===== config.mk =====
export PLATFORM = sky130hd
export DESIGN_NAME = rr_mux_flat
export DESIGN_NICKNAME = d
export VERILOG_FILES = /design/src/rtl/rr_mux_if.sv /design/src/rtl/rr_mux.sv /design/src/flat_wrapper.sv
export SDC_FILE = /design/constraint.sdc
export NUM_CORES = 1
export LEC_CHECK = 0
export CAP_MARGIN = 20
export CORE_MARGIN = 2
export CORE_UTILIZATION = 39
export CTS_CLUSTER_SIZE = 40
export DETAILED_ROUTE_END_ITERATION = 6
export GPL_ROUTABILITY_DRIVEN = 0
export GPL_TIMING_DRIVEN = 1
export PLACE_DENSITY_LB_ADDON = 0.25
export SLEW_MARGIN = 15
export SYNTH_ARGS = -nofsm -noshare
export SYNTH_HDL_FRONTEND = slang
export SYNTH_SLANG_ARGS = --single-unit

===== constraint.sdc =====
create_clock -name clk -period 3.2 [get_ports clk]
set_input_delay 0.8 -clock clk [delete_from_list [all_inputs] [get_ports clk]]
set_output_delay 0.8 -clock clk [all_outputs]
set_load 0.02 [all_outputs]

===== src/rtl/rr_mux_if.sv =====
// rr_mux_if: bundles CHANNELS valid/ready input streams and the output stream.
// Optional in_last port exists only when RR_MUX_LOCK_EN is defined.
interface rr_mux_if #(
    parameter int WIDTH    = 16,
    parameter int CHANNELS = 4,
    localparam int SELW    = $clog2(CHANNELS)
);
    logic [CHANNELS-1:0]       in_valid;
    logic [CHANNELS*WIDTH-1:0] in_data;
    logic [CHANNELS-1:0]       in_ready;
`ifdef RR_MUX_LOCK_EN
    logic [CHANNELS-1:0]       in_last;
`endif
    logic                      out_valid;
    logic [WIDTH-1:0]          out_data;
    logic [SELW-1:0]           out_sel;
    logic                      out_ready;

    modport master (
        output in_valid,
        output in_data,
        input  in_ready,
`ifdef RR_MUX_LOCK_EN
        output in_last,
`endif
        input  out_valid,
        input  out_data,
        input  out_sel,
        output out_ready
    );

    modport slave (
        input  in_valid,
        input  in_data,
        output in_ready,
`ifdef RR_MUX_LOCK_EN
        input  in_last,
`endif
        output out_valid,
        output out_data,
        output out_sel,
        input  out_ready
    );
endinterface


===== src/rtl/rr_mux.sv =====
// rr_mux: round-robin N:1 registered multiplexer with valid/ready handshake.
// Define RR_MUX_LOCK_EN to pin the grant for multi-beat packets (in_last).
module rr_mux #(
    parameter int WIDTH    = 16,
    parameter int CHANNELS = 4,
    localparam int SELW    = $clog2(CHANNELS)
) (
    input logic   clk,
    input logic   reset,
    rr_mux_if.slave bus
);
    logic [SELW-1:0]     r_ptr;
    logic                r_valid;
    logic [WIDTH-1:0]    r_data;
    logic [SELW-1:0]     r_sel;

    logic                w_load;
    logic                w_gnt_vld;
    logic [SELW-1:0]     w_gnt;
    logic [WIDTH-1:0]    w_gnt_data;
    logic [CHANNELS-1:0] w_rdy;
    logic                w_last;

`ifdef RR_MUX_LOCK_EN
    logic                r_lock;
    logic [SELW-1:0]     r_lock_ch;
`endif

    assign w_load = ~r_valid | bus.out_ready;

    // Grant: first valid channel after ptr, or the locked channel
    always_comb begin
        int idx;
        idx       = 0;
        w_gnt_vld = 1'b0;
        w_gnt     = '0;
        for (int k = 1; k <= CHANNELS; k++) begin
            idx = int'(r_ptr) + k;
            if (idx >= CHANNELS) idx = idx - CHANNELS;
            if (!w_gnt_vld && bus.in_valid[idx]) begin
                w_gnt_vld = 1'b1;
                w_gnt     = SELW'(idx);
            end
        end
`ifdef RR_MUX_LOCK_EN
        if (r_lock) begin
            w_gnt_vld = bus.in_valid[r_lock_ch];
            w_gnt     = r_lock_ch;
        end
`endif
    end

    assign w_gnt_data = bus.in_data[int'(w_gnt)*WIDTH +: WIDTH];

`ifdef RR_MUX_LOCK_EN
    assign w_last = bus.in_last[w_gnt];
`else
    assign w_last = 1'b1;
`endif

    // Only the winner sees ready, and only when the output can load
    always_comb begin
        w_rdy = '0;
        if (w_gnt_vld) w_rdy[w_gnt] = w_load;
    end

    assign bus.in_ready  = w_rdy;
    assign bus.out_valid = r_valid;
    assign bus.out_data  = r_data;
    assign bus.out_sel   = r_sel;

    // Output register and round-robin pointer
    always_ff @(posedge clk) begin
        if (reset) begin
            r_valid <= 1'b0;
            r_data  <= '0;
            r_sel   <= '0;
            r_ptr   <= SELW'(CHANNELS - 1);
        end else if (w_load) begin
            if (w_gnt_vld) begin
                r_valid <= 1'b1;
                r_data  <= w_gnt_data;
                r_sel   <= w_gnt;
                if (w_last) r_ptr <= w_gnt;
            end else begin
                r_valid <= 1'b0;
            end
        end
    end

`ifdef RR_MUX_LOCK_EN
    // Packet lock: held from a non-last accepted beat until the last one
    always_ff @(posedge clk) begin
        if (reset) begin
            r_lock    <= 1'b0;
            r_lock_ch <= '0;
        end else if (w_gnt_vld && w_load) begin
            r_lock    <= ~w_last;
            r_lock_ch <= w_gnt;
        end
    end
`endif
endmodule

===== src/flat_wrapper.sv =====
// flat-port wrapper written by rule: the top's interface ports become plain ports
module rr_mux_flat 
#(
    parameter int WIDTH    = 16,
    parameter int CHANNELS = 4,
    localparam int SELW    = $clog2(CHANNELS)
)
  (clk, reset, bus_in_valid, bus_in_data, bus_in_ready, bus_out_valid, bus_out_data, bus_out_sel, bus_out_ready);
  rr_mux_if #(.WIDTH(WIDTH), .CHANNELS(CHANNELS)) bus_i ();
  input logic clk;
  input logic reset;
  input wire logic [$bits(bus_i.in_valid)-1:0] bus_in_valid;
  input wire logic [$bits(bus_i.in_data)-1:0] bus_in_data;
  output wire logic [$bits(bus_i.in_ready)-1:0] bus_in_ready;
  output wire logic [$bits(bus_i.out_valid)-1:0] bus_out_valid;
  output wire logic [$bits(bus_i.out_data)-1:0] bus_out_data;
  output wire logic [$bits(bus_i.out_sel)-1:0] bus_out_sel;
  input wire logic [$bits(bus_i.out_ready)-1:0] bus_out_ready;
  assign bus_i.in_valid = bus_in_valid;
  assign bus_i.in_data = bus_in_data;
  assign bus_in_ready = bus_i.in_ready;
  assign bus_out_valid = bus_i.out_valid;
  assign bus_out_data = bus_i.out_data;
  assign bus_out_sel = bus_i.out_sel;
  assign bus_i.out_ready = bus_out_ready;
  rr_mux #(.WIDTH(WIDTH), .CHANNELS(CHANNELS)) u_core (.clk(clk), .reset(reset), .bus(bus_i));
endmodule

-- Word level (Yosys, flattened, before mapping)
Index checks and enable logic that the tools add are counted.
- shift operators: 1
- $add $sub $neg: 8
- reductions and logical operators: 8
- bitwise logic cells: 3
- muxes and demuxes: 28
- $lt $le $gt $ge: 10
- operators by type and width (cell ; number):
    32-bit by 4-bit >= comparator with 1-bit output (second input constant) ; 4
    32-bit by 4-bit < comparator with 1-bit output (second input constant) ; 4
    32-bit 2-to-1 mux ; 4
    32-bit by 4-bit subtractor with 32-bit output (second input constant) ; 4
    64-bit by 7-bit variable part select with 16-bit output ; 1
    1-bit 2-to-1 mux ; 14
    1-bit binary-select mux with 2-bit select ; 4
    2-bit 2-to-1 mux ; 4
    2-bit by 2-bit adder with 3-bit output (second input constant) ; 2
    2-bit by 3-bit adder with 4-bit output (second input constant) ; 1
    4-bit AND ; 1
    1-bit logical AND ; 4
    4-bit 2-to-1 mux ; 1
    2-bit by 1-bit adder with 3-bit output (second input constant) ; 1
    1-bit zero test ; 3
    2-bit by 3-bit < comparator with 1-bit output (second input constant) ; 1
    1-bit demux with 2-bit select ; 1
    2-bit by 1-bit >= comparator with 1-bit output (second input constant) ; 1
    2-bit AND reduction ; 1
    1-bit NOT ; 1
    1-bit OR ; 1
- output and inout port bits: 23
- bits in registers: 21
- bits of input ports: 71
- logic and storage cells: 62

-- Longest topological paths before layout
Gate-level depths: netlist (run 1).
- depth in word-level cells: 22
- gate-level depth with buffers: 7
- mapped depth without buffers: 5

-- Worst setup path before layout (run 1)
No wires, ideal clock.
- path type: input to output
- start point: in bus_in_valid[1]
- end point: out bus_in_ready[3]
- path buffers: 1
- required time: 2.400 ns
- stages on the path: 5
- arrival time: 1.979 ns
- setup slack: 0.421 ns
- cell sequence: nor2b_1 o2bb2ai_1 clkbuf_1 a21oi_1 nor2_1
- cells in the longest elaborated chain, start to end: 19
- elaborated cells on any way between the ends: 33
- ends and longest elaborated chain (what ; RTL line ; text):
    from (decl) ; flat_wrapper.sv:12 ; input wire logic [$bits(bus_i.in_valid)-1:0] bus_in_valid;
    1-bit binary-select mux with 2-bit select ; rr_mux.sv:40 ; if (!w_gnt_vld && bus.in_valid[idx]) begin
    1-bit 2-to-1 mux (not written as such) (2 in series) ; rr_mux.sv:40 ;
    1-bit 2-to-1 mux ; rr_mux.sv:40 ;
    1-bit zero test ; rr_mux.sv:40 ;
    1-bit logical AND ; rr_mux.sv:40 ;
    1-bit 2-to-1 mux ; rr_mux.sv:40 ;
    1-bit zero test ; rr_mux.sv:40 ;
    1-bit logical AND ; rr_mux.sv:40 ;
    (+2 left out) ; n/a ;
    1-bit logical AND ; rr_mux.sv:40 ;
    2-bit 2-to-1 mux ; rr_mux.sv:40 ;
    2-bit by 3-bit < comparator with 1-bit output (not written as such) / 2-bit by 1-bit >= comparator with 1-bit output (equally long branches) ; rr_mux.sv:64 ; if (w_gnt_vld) w_rdy[w_gnt] = w_load;
    1-bit logical AND (not written as such) ; rr_mux.sv:64 ;
    1-bit 2-to-1 mux (not written as such) ; rr_mux.sv:64 ;
    1-bit demux with 2-bit select ; n/a ;
    4-bit AND (no line) ; n/a ;
    4-bit 2-to-1 mux * ; rr_mux.sv:64 ;
    to (decl) ; flat_wrapper.sv:14 ; output wire logic [$bits(bus_i.in_ready)-1:0] bus_in_ready;
Every way passes the cells marked *; elsewhere a longest branch is shown, timed or not. The select of a mux whose other input is x is not followed.

-- Worst setup path in the final report (run 1)
- start point: in bus_in_valid[2]
- end point: out bus_in_ready[2]
The elaborated chain is that of the path after synthesis.

==> results of run 1 <==
[cell families after synthesis]
kind of cell    count (synthesis)  share of synthesized area [%]
flops                          21                           29.0
simple gates                   57                           20.5
mux                            17                           12.0
buf+inv                        14                           5.44
compound gates                 62                           33.0
[layout make-up]
cell class              count  area (sq um)
clock buffers               4          45.0
fillers                   305          1080
well taps                  48          60.1
flip-flops and latches     21           420
multi-input cells         136           948
repair buffers            110          1040
inverters                   3          11.3
[synthesized netlist by cell type (2+ instances only)]
library cell,n
nor2b_1,3
a21bo_1,7
inv_1,3
mux2i_1,16
nand3_1,16
o211ai_2,3
clkbuf_1,3
a21oi_1,5
nand2_1,22
buf_4,2
dfxtp_1,21
buf_6,2
o211ai_1,13
nor2_1,6
buf_2,3
a21bo_2,9
o21ai_0,16
[power by group through the flow]
stage                     combinational [mW]  clock [mW]  sequential (mW)
after floorplan                        0.185           0            0.361
after global placement                 0.433           0            0.325
after detailed placement               0.439           0            0.326
after CTS                              0.436       0.178            0.320
after global routing                   0.462       0.200            0.325
final                                  0.432       0.171            0.320
[what timing repair did]
item,4_1_cts,5_1_grt
resized for setup,6,8
endpoints found under the setup margin,4,4
hold buffers,0,0
[sequential cells by signal, indices dropped and copies added (netlist names)]
name	cells
u_core.bus.out_data	16
u_core.bus.out_sel	2
u_core.r_ptr	2
u_core.bus.out_valid	1
[per-layer routing]
metal	GRT usage, %	up-vias	part of all wire (%)
li1	-	832	-
met1	28.6	747	45
met2	39.0	62	48
met3	5.56	2	6.7
met4	5.32	0	0.52
met5	0	-	0
[worst max-delay path: stages]
cell	delay [ps]
clkdlybuf4s50_1	420
or4_4	520
and2_4	180
nand2_1	80
nor2_1	50
clkbuf_2	170
[worst max-delay path by stage]
stage,to,cells after the start,slack (ps)
2_1_floorplan,bus_in_ready[3],5,420
3_3_place_gp,bus_in_ready[2],6,-250
3_5_place_dp,bus_in_ready[2],6,-320
4_1_cts,bus_in_ready[2],6,2
5_1_grt,bus_in_ready[1],8,70
6_report,bus_in_ready[2],6,170
[per-stage QoR]
step | setup WS (ps) | area, sq um | util, %
after floorplan | 421 | 1450 | -
after global placement | -251 | 2500 | 69.3
after detailed placement | -320 | 2500 | 69.3
after CTS | 2.45 | 2540 | 70.4
after global routing | 66.7 | 2520 | 70.0
final | 169 | 2520 | 70.0
==> impl_metrics.yaml, run 1 <==
outcome:
  outcome: "complete, no violations"
yosys:
  synth.largest_area_cell: "dfxtp_1"
  synth_cell_types: 38
  syn_area_per_cell_sq_um: 8.47
  synthCells: 171
  synth.top_cells.by_area: "dfxtp_1 (29%), mux2i_1 (11%), o211ai_1 (6.7%)"
  synth_edf_count: 0
  ys_seq_area_share_pct: 29.0
  yosys_warnings: 0
  ys_async_sr_fraction_pct: 0
  ys_ff_latch: 21
  synth_nets: 242
  ys.flop_type: "dfxtp_1"
  synthesis.area_sq_um: 1450
  synth_top_cell_area_share_pct: 29.0
finish:
  fin_cells: 322
  final_cell_mix: "clkdlybuf4s50_1 (87), nand2_1 (22), dfxtp_1 (21)"
  fin_nets: 346
  final_common_cell: "clkdlybuf4s50_1"
  n_antenna_cell: 0
  area_delta_synth_final_pct: 74.4
  drive_gt1_share_pct: 16.8
clocking:
  clock_sinks: 21
  clkLatencyLatePin_ps: 250
  cts_tree: "yes"
  post_cts_buffers: 0
  numCtsBuffers: 3
  clk_pin_slew_ps: 70
  root_buffer: "clkbuf_8"
  cts_max_path_buffers: 2
  h-tree-depth: 1
floorplanning:
  die_w_um: 64.9
  dieArea_sq_um: 4220
  dieHeight_um: 64.9
  coreArea_sq_um: 3610
  start_util_pct: 40.1
  io_pins: 94
  core.rowCount: 22
global_route:
  grt_max_degree: 17
  antenna_found_initial: 0
  grt_pass1_wl_um: 7360
  grt_pass1_vias: 1538
  grtUsageTotal_pct: 22.8
  grt_overflow: 0
critical_path:
  cp_data_required_time_ps: 2400
  start_kind: "input port"
  cp_max_fo: 3
  reg2reg_slack_ps: 1200
  cp_data_arrival_time_ps: 2230
  endpoint_kind: "primary output"
  crit_type: "input port to primary output"
  reg2reg_to: "u_core.bus.out_data[15]"
  worstSetupStartpoint: "bus_in_valid[2]"
  worstRegToRegCells: 7
  timing.rr.start: "u_core.r_ptr[1]"
timing:
  min_period_ps: 3030
  relSlewSlack_pct: 66.3
  min_period_over_period_pct: 94.7
  clock_skew_ps: 2.73
  hold_viol_final: 0
  fmax_mhz: 330
  whs_ps: 466
  setup_viol: 0
  rsz0062_at_grt: "false"
  tns_ps: 0
  worst_slew_pin_slew_ps: 506
  finalMaxSlewViolations: 0
hold_path:
  hold_end: "u_core.bus.out_data[13]"
  holdCritStartpoint: "u_core.bus.out_data[13]"
  worstHoldPathCells: 2
  hold_class: "flip-flop to flip-flop"
detailed_routing:
  drc: 0
  dr.pass1.iters: 4
  via_per_inst: 5.10
  wl_um: 4650
  ant_nets: 0
  first_iter_violations: 68
  avgRoutedWirePerCell_um: 14.5
  via_count: 1643
placement:
  io_buffers: 93
  place_hpwl_um: 3470
  dp.cells: 318
power_and_ir_drop:
  p_int_mw: 0.623
  p_switching_mw: 0.300
  power.share.switching_pct: 32.5
  clockPowerShare_pct: 18.5
  p_seq_share_pct: 34.7
  power_frac_comb_pct: 46.8
  total_power_mw: 0.923
  ir_worst_vdd_mv: 0.210
  p_per_area_nw_per_um2: 366
  p_leak_nw: 1.01
run:
  cap_viol_max_count: 0
(Power assumes the default switching activity.)
==> run 2, diff against run 1 <==
--- a/config.mk
+++ b/config.mk
@@ -5,7 +5,6 @@
 export SDC_FILE = /design/constraint.sdc
 export NUM_CORES = 1
 export LEC_CHECK = 0
-export CAP_MARGIN = 20
 export CORE_MARGIN = 2
 export CORE_UTILIZATION = 39
 export CTS_CLUSTER_SIZE = 40
==> results of run 2 <==
No change in the layout: final DEF, timing and power equal those of run 1.
